--- src/rtl/mips_muldiv_pkg.sv ---
// Shared opcode encodings, FSM states and iteration count for the MIPS multiply/divide unit.
package mips_muldiv_pkg;

   localparam logic [2:0] OP_MULT  = 3'b000;
   localparam logic [2:0] OP_MULTU = 3'b001;
   localparam logic [2:0] OP_DIV   = 3'b010;
   localparam logic [2:0] OP_DIVU  = 3'b011;
   localparam logic [2:0] OP_MTHI  = 3'b100;
   localparam logic [2:0] OP_MTLO  = 3'b101;

   localparam int ITER_CNT = 32;

   typedef enum logic [1:0] {
      IDLE = 2'd0,
      CALC = 2'd1,
      FIX  = 2'd2,
      DONE = 2'd3
   } state_t;

endpackage

--- src/rtl/mips_muldiv_iter.sv ---
// Unsigned iterative datapath: one shift-add (multiply) or restoring-subtract (divide) step per cycle.
module muldiv_iter
   import mips_muldiv_pkg::*;
#(
   parameter int DATA_W = 32
) (
   input  logic                  clk,
   input  logic                  rst_n,
   input  logic                  load,
   input  logic                  step,
   input  logic                  is_div,
   input  logic [DATA_W-1:0]     mag_a,
   input  logic [DATA_W-1:0]     mag_b,
   output logic [2*DATA_W-1:0]   acc,
   output logic [DATA_W-1:0]     rem_out,
   output logic                  last
);

   localparam int CW = $clog2(ITER_CNT);

   logic [CW-1:0]     cnt;
   logic [DATA_W-1:0] opnd;
   logic [DATA_W:0]   rem;
   logic              div_mode;
   logic [DATA_W:0]   add_sum;
   logic [DATA_W+1:0] trial;

   // acc holds {partial product, remaining multiplier bits} for multiply and the dividend/quotient in its low half for divide
   always_comb begin
      add_sum = {1'b0, acc[2*DATA_W-1:DATA_W]} + (acc[0] ? {1'b0, opnd} : '0);
      trial   = {rem, acc[DATA_W-1]} - {2'b00, opnd};
   end

   always_ff @(posedge clk or negedge rst_n) begin
      if (!rst_n)    cnt <= '0;
      else if (load) cnt <= '0;
      else if (step) cnt <= cnt + 1'b1;
   end

   always_ff @(posedge clk) begin
      if (load) begin
         opnd     <= is_div ? mag_b : mag_a;
         acc      <= {{DATA_W{1'b0}}, (is_div ? mag_a : mag_b)};
         rem      <= '0;
         div_mode <= is_div;
      end else if (step) begin
         if (div_mode) begin
            acc <= {acc[2*DATA_W-1:DATA_W], acc[DATA_W-2:0], ~trial[DATA_W+1]};
            rem <= trial[DATA_W+1] ? {rem[DATA_W-1:0], acc[DATA_W-1]} : trial[DATA_W:0];
         end else begin
            acc <= {add_sum, acc[DATA_W-1:1]};
         end
      end
   end

   assign rem_out = rem[DATA_W-1:0];
   assign last    = (cnt == CW'(ITER_CNT - 1));

endmodule

--- src/rtl/mips_muldiv.sv ---
// MIPS multiply/divide unit: control FSM, sign handling and the architectural HI/LO registers.
module mips_muldiv
   import mips_muldiv_pkg::*;
#(
   parameter int DATA_W = 32
) (
   input  logic              clk,
   input  logic              rst_n,
   input  logic              start,
   input  logic [2:0]        op,
   input  logic [DATA_W-1:0] operand_a,
   input  logic [DATA_W-1:0] operand_b,
   output logic              busy,
   output logic              done,
   output logic              div_by_zero,
   output logic [DATA_W-1:0] hi,
   output logic [DATA_W-1:0] lo
);

   state_t state, state_nxt;

   logic                load, step, last;
   logic                is_muldiv, is_div_op, div_zero, signed_op, sign_a, sign_b;
   logic                neg_res, neg_rem, div_q, dz_q;
   logic [DATA_W-1:0]   mag_a, mag_b, quo_fix, rem_fix, rem;
   logic [2*DATA_W-1:0] acc, prod_fix;

   assign is_muldiv = ~op[2];
   assign is_div_op = ~op[2] & op[1];
   assign signed_op = ~op[0];
   assign sign_a    = signed_op & operand_a[DATA_W-1];
   assign sign_b    = signed_op & operand_b[DATA_W-1];
   assign mag_a     = sign_a ? -operand_a : operand_a;
   assign mag_b     = sign_b ? -operand_b : operand_b;
   assign div_zero  = is_div_op & (operand_b == '0);

   always_comb begin
      state_nxt = state;
      load      = 1'b0;
      step      = 1'b0;
      case (state)
         IDLE: begin
            if (start && is_muldiv) begin
               if (div_zero) begin
                  state_nxt = DONE;
               end else begin
                  state_nxt = CALC;
                  load      = 1'b1;
               end
            end
         end
         CALC: begin
            step = 1'b1;
            if (last) state_nxt = FIX;
         end
         FIX:     state_nxt = DONE;
         DONE:    state_nxt = IDLE;
         default: state_nxt = IDLE;
      endcase
   end

   muldiv_iter #(.DATA_W(DATA_W)) u_iter (
      .clk     (clk),
      .rst_n   (rst_n),
      .load    (load),
      .step    (step),
      .is_div  (is_div_op),
      .mag_a   (mag_a),
      .mag_b   (mag_b),
      .acc     (acc),
      .rem_out (rem),
      .last    (last)
   );

   // Signs are captured at acceptance because the operand buses change while the unit iterates
   always_ff @(posedge clk) begin
      if (load) begin
         neg_res <= sign_a ^ sign_b;
         neg_rem <= sign_a;
         div_q   <= is_div_op;
      end
   end

   assign prod_fix = neg_res ? -acc : acc;
   assign quo_fix  = neg_res ? -acc[DATA_W-1:0] : acc[DATA_W-1:0];
   assign rem_fix  = neg_rem ? -rem : rem;

   always_ff @(posedge clk or negedge rst_n) begin
      if (!rst_n) begin
         state <= IDLE;
         hi    <= '0;
         lo    <= '0;
         dz_q  <= 1'b0;
      end else begin
         state <= state_nxt;
         dz_q  <= (state == IDLE) && start && div_zero;
         if (state == IDLE && start && op == OP_MTHI) hi <= operand_a;
         if (state == IDLE && start && op == OP_MTLO) lo <= operand_a;
         if (state == FIX) begin
            if (div_q) begin
               hi <= rem_fix;
               lo <= quo_fix;
            end else begin
               hi <= prod_fix[2*DATA_W-1:DATA_W];
               lo <= prod_fix[DATA_W-1:0];
            end
         end
      end
   end

   assign busy        = (state == CALC) || (state == FIX);
   assign done        = (state == DONE);
   assign div_by_zero = dz_q;

endmodule

--- config.mk ---
export PLATFORM = sky130hd
export DESIGN_NAME = mips_muldiv
export DESIGN_NICKNAME = d
export VERILOG_FILES = /design/src/rtl/mips_muldiv_pkg.sv /design/src/rtl/mips_muldiv_iter.sv /design/src/rtl/mips_muldiv.sv
export SDC_FILE = /design/constraint.sdc
export NUM_CORES = 1
export LEC_CHECK = 0
export ABC_AREA = 0
export CELL_PAD_IN_SITES_DETAIL_PLACEMENT = 0
export CELL_PAD_IN_SITES_GLOBAL_PLACEMENT = 1
export CORE_MARGIN = 2
export CORE_UTILIZATION = 49
export DETAILED_ROUTE_END_ITERATION = 10
export PLACE_DENSITY = 0.88
export SKIP_CTS_REPAIR_TIMING = 1
export SLEW_MARGIN = 30
export SYNTH_ARGS = -nofsm -noshare
export SYNTH_HDL_FRONTEND = slang
export SYNTH_HIERARCHICAL = 1
export SYNTH_SLANG_ARGS = --single-unit
--- constraint.sdc ---
create_clock -name clk -period 10.3 [get_ports clk]
set_input_delay 3.09 -clock clk [delete_from_list [all_inputs] [get_ports clk]]
set_output_delay 3.09 -clock clk [all_outputs]
set_load 0.02 [all_outputs]
# [After elaboration in Yosys (flattened, before gate mapping)]
# Index checks and enable logic that the tools add are counted.
[word_totals] ff_bits=204 in_bits=70 output_inout_bits=67 wordCells=79
[op_classes] add_sub_neg=8 n_eq_ne=8 mux=28 bitwise=9 reduce_logical=14
[op_table] cell="2-to-1 mux 32 bit" count=16
[op_table] cell="negation 32 bit" count=4
[op_table] cell="2-to-1 mux 64 bit" count=1
[op_table] cell="negation 64 bit" count=1
[op_table] cell="subtractor 34 x 32 -> 34 bit" count=1
[op_table] cell="adder 32 x 32 -> 33 bit" count=1
[op_table] cell="2-to-1 mux 33 bit" count=1
[op_table] cell="zero test 32 bit" count=1
[op_table] cell="2-to-1 mux 5 bit" count=2
[op_table] cell="case mux 2 bit (4 select lines)" count=1
[op_table] cell="== test 3 bit, second input constant" count=2
[op_table] cell="2-to-1 mux 2 bit" count=3
[op_table] cell="AND reduction 2 bit" count=3
[op_table] cell="nonzero test 2 bit" count=3
[op_table] cell="adder 5 x 1 -> 5 bit, second input constant" count=1
[op_table] cell="== test 5 bit, second input constant" count=1
[op_table] cell="logical AND 1 bit" count=5
[op_table] cell="AND 1 bit" count=4
[op_table] cell="== test 2 bit, second input constant" count=2
[op_table] cell="2-to-1 mux 1 bit" count=4
[op_table] cell="inequality test 2 bit, second input constant" count=2
[op_table] cell="NOT 1 bit" count=4
[op_table] cell="== test 2 x 1 -> 1 bit, second input constant" count=1
[op_table] cell="zero test 2 bit" count=1
[op_table] cell="other kinds (2)" count=2

# [Longest topological paths before layout]
# Gate-level depths: netlist (run 1).
[logic_depth] ltp_word=7 mapped_depth=13 depth_no_buf=12

# [Modules after synthesis]
# Netlist (run 1), hierarchy kept.
[modules_own_cells] module="muldiv_iter" n_inst=1 cells_each=1139 area_each_um2=10034.6 seq_area_each_um2=3378.2
[modules_own_cells] module="mips_muldiv" n_inst=1 cells_each=880 area_each_um2=7071.8 seq_area_each_um2=1766.7

# [Worst setup path after synthesis (run 1)]
# Ideal clock, no wire load.
[synth_path] path_type="input to register" from="in operand_b[0]" to="reg u_iter.acc[0] (enable)" setup_ns=0.375 arrival_time_ns=7.511 required_ns=9.925 slack_ns=2.414 path_stages=10 n_path_buf=2 path_cell_list="inv_1 ha_1 or3b_2 nor3_1 nand3_1 nor4_1 nor3_1 clkbuf_1 clkbuf_1 or2_2"
[synth_between] elab_chain_len=6
[synth_rtl] element="start: declaration" line="mips_muldiv.sv:12" text="input logic [DATA_W-1:0] operand_b,"
[synth_rtl] element="zero test 32 bit" line="mips_muldiv.sv:35" text="assign div_zero = is_div_op & (operand_b == '0);"
[synth_rtl] element="AND 1 bit" line="mips_muldiv.sv:35"
[synth_rtl] element="2-to-1 mux 1 bit" line="mips_muldiv.sv:44" text="if (div_zero) begin"
[synth_rtl] element="2-to-1 mux 1 bit" line="mips_muldiv.sv:43" text="if (start && is_muldiv) begin"
[synth_rtl] element="2-to-1 mux 1 bit" line="mips_muldiv.sv:41" text="case (state)"
[synth_rtl] element="net load" line="mips_muldiv.sv:22" text="logic load, step, last;"
[synth_rtl] element="nonzero test 2 bit (no line)"
[synth_rtl] element="end signal: assignment" line="mips_muldiv_iter.sv:43" text="acc <= {{DATA_W{1'b0}}, (is_div ? mag_a : mag_b)};"
[synth_rtl] element="end signal: assignment" line="mips_muldiv_iter.sv:48" text="acc <= {acc[2*DATA_W-1:DATA_W], acc[DATA_W-2:0], ~trial[DATA_W+1]};"
[synth_rtl] element="end signal: assignment" line="mips_muldiv_iter.sv:51" text="acc <= {add_sum, acc[DATA_W-1:1]};"
[synth_rtl] element="end: declaration" line="mips_muldiv_iter.sv:14" text="output logic [2*DATA_W-1:0] acc,"
# The timed path passes the listed nets, and every way through them passes these cells.
# A chain may end at the register's enable or synchronous reset.

# [Final worst setup path (run 1)]
[layout_path] from="in operand_b[6]" to="reg u_iter.rem[32]"
[layout_between] elab_chain_len=5
[layout_rtl] element="zero test 32 bit" line="mips_muldiv.sv:35"
[layout_rtl] element="AND 1 bit" line="mips_muldiv.sv:35"
[layout_rtl] element="2-to-1 mux 1 bit" line="mips_muldiv.sv:44"
[layout_rtl] element="2-to-1 mux 1 bit" line="mips_muldiv.sv:43"
[layout_rtl] element="2-to-1 mux 1 bit" line="mips_muldiv.sv:41"
[layout_rtl] element="net load" line="mips_muldiv.sv:22"
[layout_rtl] element="end signal: assignment" line="mips_muldiv_iter.sv:49" text="rem <= trial[DATA_W+1] ? {rem[DATA_W-1:0], acc[DATA_W-1]} : trial[DATA_W:0];"
[layout_rtl] element="end: declaration" line="mips_muldiv_iter.sv:23" text="logic [DATA_W:0] rem;"
# The timed path passes the listed nets, and every way through them passes these cells.

==> results.yml, run 1 <==
run_status:
  status: "complete, no violations"
power:
  ir_worst_vdd_v: 0.000252
  p_per_area_nw_per_um2: 306
  leakage_nw: 7.51
yosys:
  yosysMostFrequentCell: "a21oi_1"
  yosys_warnings: 6
  synth_enable_flop_cells: 68
  synthArstFlopShare: 0.351
  ys_top_cells_by_count: "a21oi_1, nand2_1, o21ai_0, xnor2_1, nor2_1"
  synth_top_cell_area_share: 0.119
  synth-seq-cells: 205
  synth_area_leader_cell: "edfxtp_1"
  netlist_area_sq_um: 17100
  yosys_most_used_dff: "dfrtp_1"
  synth_fp_nets: 2165
  yosysSeqAreaShare: 0.301
  netlist_top_cells_area: "edfxtp_1, dfrtp_1, dfxtp_1, xnor2_1, mux2i_1"
  ys_types: 86
  synthCells: 2019
  postSynthAreaPerCell_sq_um: 8.47
sta:
  period_needed_ns: 7.30
  fmax_mhz: 137
  slew_violations: 0
  final_hold_viol_count: 0
  max_slew_margin: 0.360
  finalClockSkew_ns: 0.0256
  fin_tns_setup_ns: 0
  grt_setup_unrepaired: "false"
  fin_crit_sh: 0.709
  setup_viol: 0
  worstMarginPinSlew_ns: 0.959
setup_path:
  start_kind: "primary input"
  crit_start: "operand_b[6]"
  cp.arrival_ns: 7.77
  worstSetupPathType: "in2reg"
  r2r-end: "u_iter/rem[32]"
  crit_path_max_fanout: 65
  crit_required_ns: 10.77
  worstReg2RegStart: "u_iter/acc[31]"
  crit_path_end_kind: "register"
  r2r_cells: 12
  rrSetupSlack_ns: 6.26
routing:
  wire_per_inst_um: 22.7
  ant_nets: 0
  drt_iter0_drc: 1404
  wl_um: 57400
  dr.pass1.iters: 5
  drc: 0
  viasPerCell: 6.24
  vias: 15800
floorplan:
  core_sq_um: 34500
  die-area_sq_um: 36400
  ios: 137
  fp.dieW_um: 191
  initial_core_util: 0.496
  dieHeight_um: 191
  num_rows: 68
placed_design:
  io_buffers: 136
  dp_hpwl_um: 42700
  dp.cells: 2483
  gp_congestion: 0.902
job:
  cap_violations: 0
hold_path:
  hold_start: "u_iter/acc[40]"
  whs_path_depth: 2
  hp-class: "reg2reg"
  min_delay_worst_endpoint: "u_iter/acc[40]"
layout:
  multi_input_area_sq_um: 11100
  num_antenna_cells: 0
  area_growth_pct: 13.0
  nFillCells: 3117
  seq_area_sq_um: 5140
  drive_gt1_frac: 0.0709
  nets: 2201
  final_cells: 2528
cts:
  htreeDepth: 1
  cts.sinks: 205
  cts-buffers-inserted: 25
  cts_tree: "done"
  clk_pin_slew_ns: 0.07
  cts_buffer_depth: 3
  root_buffer: "clkbuf_16"
  clock_latency_ns: 0.54
global_route:
  grt_first_pass_wirelength_um: 88300
  track_usage: 0.312
  globalRouteOverflowTotal: 0
  antenna_found_initial: 3
  grt_max_degree: 88
  grt_pass1_vias: 14900
[worst max-delay path, stage by stage]
cell,delay [ns]
clkdlybuf4s50_1,0.51
or4_1,0.62
or3_1,0.38
nor3_1,0.36
nand3_1,0.30
nor4_1,0.65
nor3_2,0.11
buf_4,0.37
inv_1,0.81
nand3_1,0.20
nor3_1,0.20
or3b_1,0.13
[layer usage]
| metal | part of all wire | vias up | track usage |
|---|---|---|---|
| li1 | - | 7445 | - |
| met1 | 0.45 | 7620 | 0.449 |
| met2 | 0.45 | 649 | 0.489 |
| met3 | 0.080 | 69 | 0.0510 |
| met4 | 0.020 | 4 | 0.0692 |
| met5 | 0.00061 | - | 0 |
[metrics by stage]
step                setup WS, ns   util  total power [mW]  hold WS, ns  instance area [sq um]
floorplan                   2.41      -              3.99        0.462                  17100
global placement            2.61  0.538              4.90        0.495                  18500
detailed placement          2.49  0.538              4.95        0.503                  18500
CTS                         3.03  0.561              5.87        0.513                  19300
global route                2.67  0.561              6.31        0.552                  19300
finish                      3.00  0.561              5.91        0.509                  19300
[worst max-delay path by stage]
stage,cells after the start,to
6_report,12,u_iter/rem[32]
4_1_cts,11,u_iter/acc[30]
5_1_grt,12,u_iter/rem[32]
3_5_place_dp,11,u_iter/acc[30]
3_3_place_gp,11,u_iter/acc[30]
2_1_floorplan,10,u_iter/acc[0]
[cell usage in the layout, fill, tap and decap left out, types with 65 or more instances in the layout]
cell type / synthesis / final
a21oi_1: 175 / 175
dfxtp_1: 65 / 65
clkdlybuf4s50_1: 0 / 135
ha_1: 74 / 73
edfxtp_1: 68 / 68
a211oi_1: 68 / 68
o21ai_0: 127 / 127
dfrtp_1: 72 / 72
nand2_1: 169 / 168
nor2_1: 109 / 109
xnor2_1: 115 / 115
mux2i_1: 98 / 98
[final cells by class]
cell class	count	area share
flip-flops and latches	205	0.266
clock inverters	17	0.00764
inverters	63	0.0122
repair buffers	154	0.0775
multi-input cells	1606	0.573
clock buffers	28	0.0340
well taps	455	0.0294
[cells by family after synthesis]
group / count (synthesis) / synth area share
AO/OA/AOI/OAI: 581 / 0.218
XOR/XNOR: 179 / 0.0916
adder cells (fa/ha/maj): 76 / 0.0565
buffers and inverters: 208 / 0.0538
flip-flops: 205 / 0.301
multiplexers: 152 / 0.0929
AND/OR/NAND/NOR: 618 / 0.186
[power breakdown]
part | internal [mW] | switching (mW) | total (mW)
registers | 1.23 | 0.457 | 1.69
clock network | 0.509 | 0.380 | 0.889
logic | 1.42 | 1.92 | 3.34
[sequential cells by signal (all words and copies together), names as in the netlist, 2 cells and up]
signal,count
u_iter/opnd,32
u_iter/cnt,5
state,2
u_iter/rem,33
u_iter/acc,64
lo,32
hi,32
Note: power is estimated with default switching activity, not from simulation.
==> inputs of run 2 (changes only) <==
CORE_UTILIZATION = 46   (was 49)
PLACE_DENSITY = 0.83   (was 0.88)
clock period = 7.3 ns   (was 10.3 ns; I/O delays follow)
==> results.yml, run 2 (synthesis results as in run 1) <==
run_status:
  status: "complete, no violations"
global_route:
  antenna_found_initial: 2
  grt_max_degree: 87
  globalRouteOverflowTotal: 0
  track_usage: 0.293
  grt_first_pass_wirelength_um: 88500
  grt_pass1_vias: 15100
floorplan:
  num_rows: 70
  core_sq_um: 36600
  fp.dieW_um: 197
  ios: 137
  dieHeight_um: 197
  initial_core_util: 0.467
  die-area_sq_um: 38700
power:
  ir_worst_vdd_v: 0.000233
  finalPower_mw: 8.35
  leakage_nw: 7.53
  p_per_area_nw_per_um2: 431
sta:
  period_needed_ns: 6.05
  max_slew_margin: 0.378
  fmax_mhz: 165
  worstMarginPinSlew_ns: 0.934
  setup_viol: 0
  slew_violations: 0
  fin_crit_sh: 0.829
  final_hold_viol_count: 0
  fin_tns_setup_ns: 0
  finalClockSkew_ns: 0.0242
  grt_setup_unrepaired: "false"
cts:
  clock_latency_ns: 0.55
  clk_pin_slew_ns: 0.06
  cts-buffers-inserted: 25
  cts.sinks: 205
  cts_tree: "done"
  htreeDepth: 1
  root_buffer: "clkbuf_16"
  cts_buffer_depth: 3
layout:
  area_growth_pct: 13.4
  top_register: "u_iter/acc"
  largest_reg_flops: 64
  final_common_cell: "a21oi_1"
  nets: 2204
  num_antenna_cells: 0
  top_regs: "u_iter/acc x64, u_iter/rem x33"
  drive_gt1_frac: 0.0713
  final_cells: 2545
  most-common-layout-cells: "a21oi_1, nand2_1, clkdlybuf4s50_1"
  post-route-util: 0.530
hold_path:
  whs_path_depth: 2
  hold_start: "u_iter/acc[40]"
  hp-class: "reg2reg"
  min_delay_worst_endpoint: "u_iter/acc[40]"
placed_design:
  gp_congestion: 0.905
  dp_hpwl_um: 42700
  dp.cells: 2498
  io_buffers: 136
routing:
  drc: 0
  dr.pass1.iters: 5
  wl_um: 57600
  viasPerCell: 6.23
  ant_nets: 0
  wire_per_inst_um: 22.6
  vias: 15900
  drt_iter0_drc: 1528
setup_path:
  cp.arrival_ns: 6.21
  r2r-end: "hi[30]"
  rrSetupSlack_ns: 3.17
  worstSetupPathType: "in2reg"
  crit_start: "operand_b[6]"
  crit_required_ns: 7.46
  crit_path_max_fanout: 74
  worstReg2RegStart: "u_iter/acc[0]"
  crit_path_end_kind: "register"
  start_kind: "primary input"
  r2r_cells: 9
job:
  cap_violations: 0
==> run 2: changes by cell type in the layout (fill, tap and decap cells not counted) <==
cell,before,now
buf_16,0,1
clkinvlp_4,2,0
buf_4,18,20
clkinv_4,3,0
clkbuf_1,1,7
clkbuf_8,2,6
clkinv_1,6,3
bufinv_16,2,1
==> run 2: layer usage <==
layer,vias up,global-route usage,wire length (um)
met3,96,0.0554,5160
met5,-,0,13
met2,649,0.448,24700
li1,7441,-,-
met1,7675,0.419,26100
met4,2,0.0874,1620
==> run 2: critical path, cell delays in order <==
cell,delay [ns]
clkdlybuf4s50_1,0.48
or4_1,0.63
or3_1,0.40
nor3_1,0.33
nand3_1,0.29
nor4_1,0.60
nor3_2,0.12
buf_4,0.38
or2_2,0.73
==> run 2: where the power goes <==
group          total (mW)  switching, mW  leakage [nW]  internal, mW
Combinational        4.72           2.72          5.11          2.00
Sequential           2.38          0.648          2.03          1.74
Clock                1.24          0.518         0.395         0.725
==> run 2: final cells by class <==
type,count,area [sq um]
timing repair buffer,157,1540
multi-input combinational,1606,11100
sequential,205,5140
clock buffer,38,734
tap,468,586
inverter,63,236
fill,3460,17200
clock inverter,8,65.1
==> run 2: how the worst max path moves through the flow <==
stage,to,depth (start not counted)
floorplan,u_iter/acc[0],10
global placement,u_iter/acc[23],9
detailed placement,u_iter/acc[7],9
CTS,u_iter/acc[28],9
global route,u_iter/acc[28],9
finish,u_iter/acc[28],9
==> run 2: through the flow <==
| stage | setup slack [ns] | hold WS, ns | area [sq um] |
|---|---|---|---|
| finish | 1.25 | 0.518 | 19400 |
| global route | 0.984 | 0.533 | 19400 |
| CTS | 1.26 | 0.507 | 19400 |
| detailed placement | 0.706 | 0.495 | 18600 |
| global placement | 0.798 | 0.494 | 18600 |
| floorplan | 0.314 | 0.462 | 17100 |
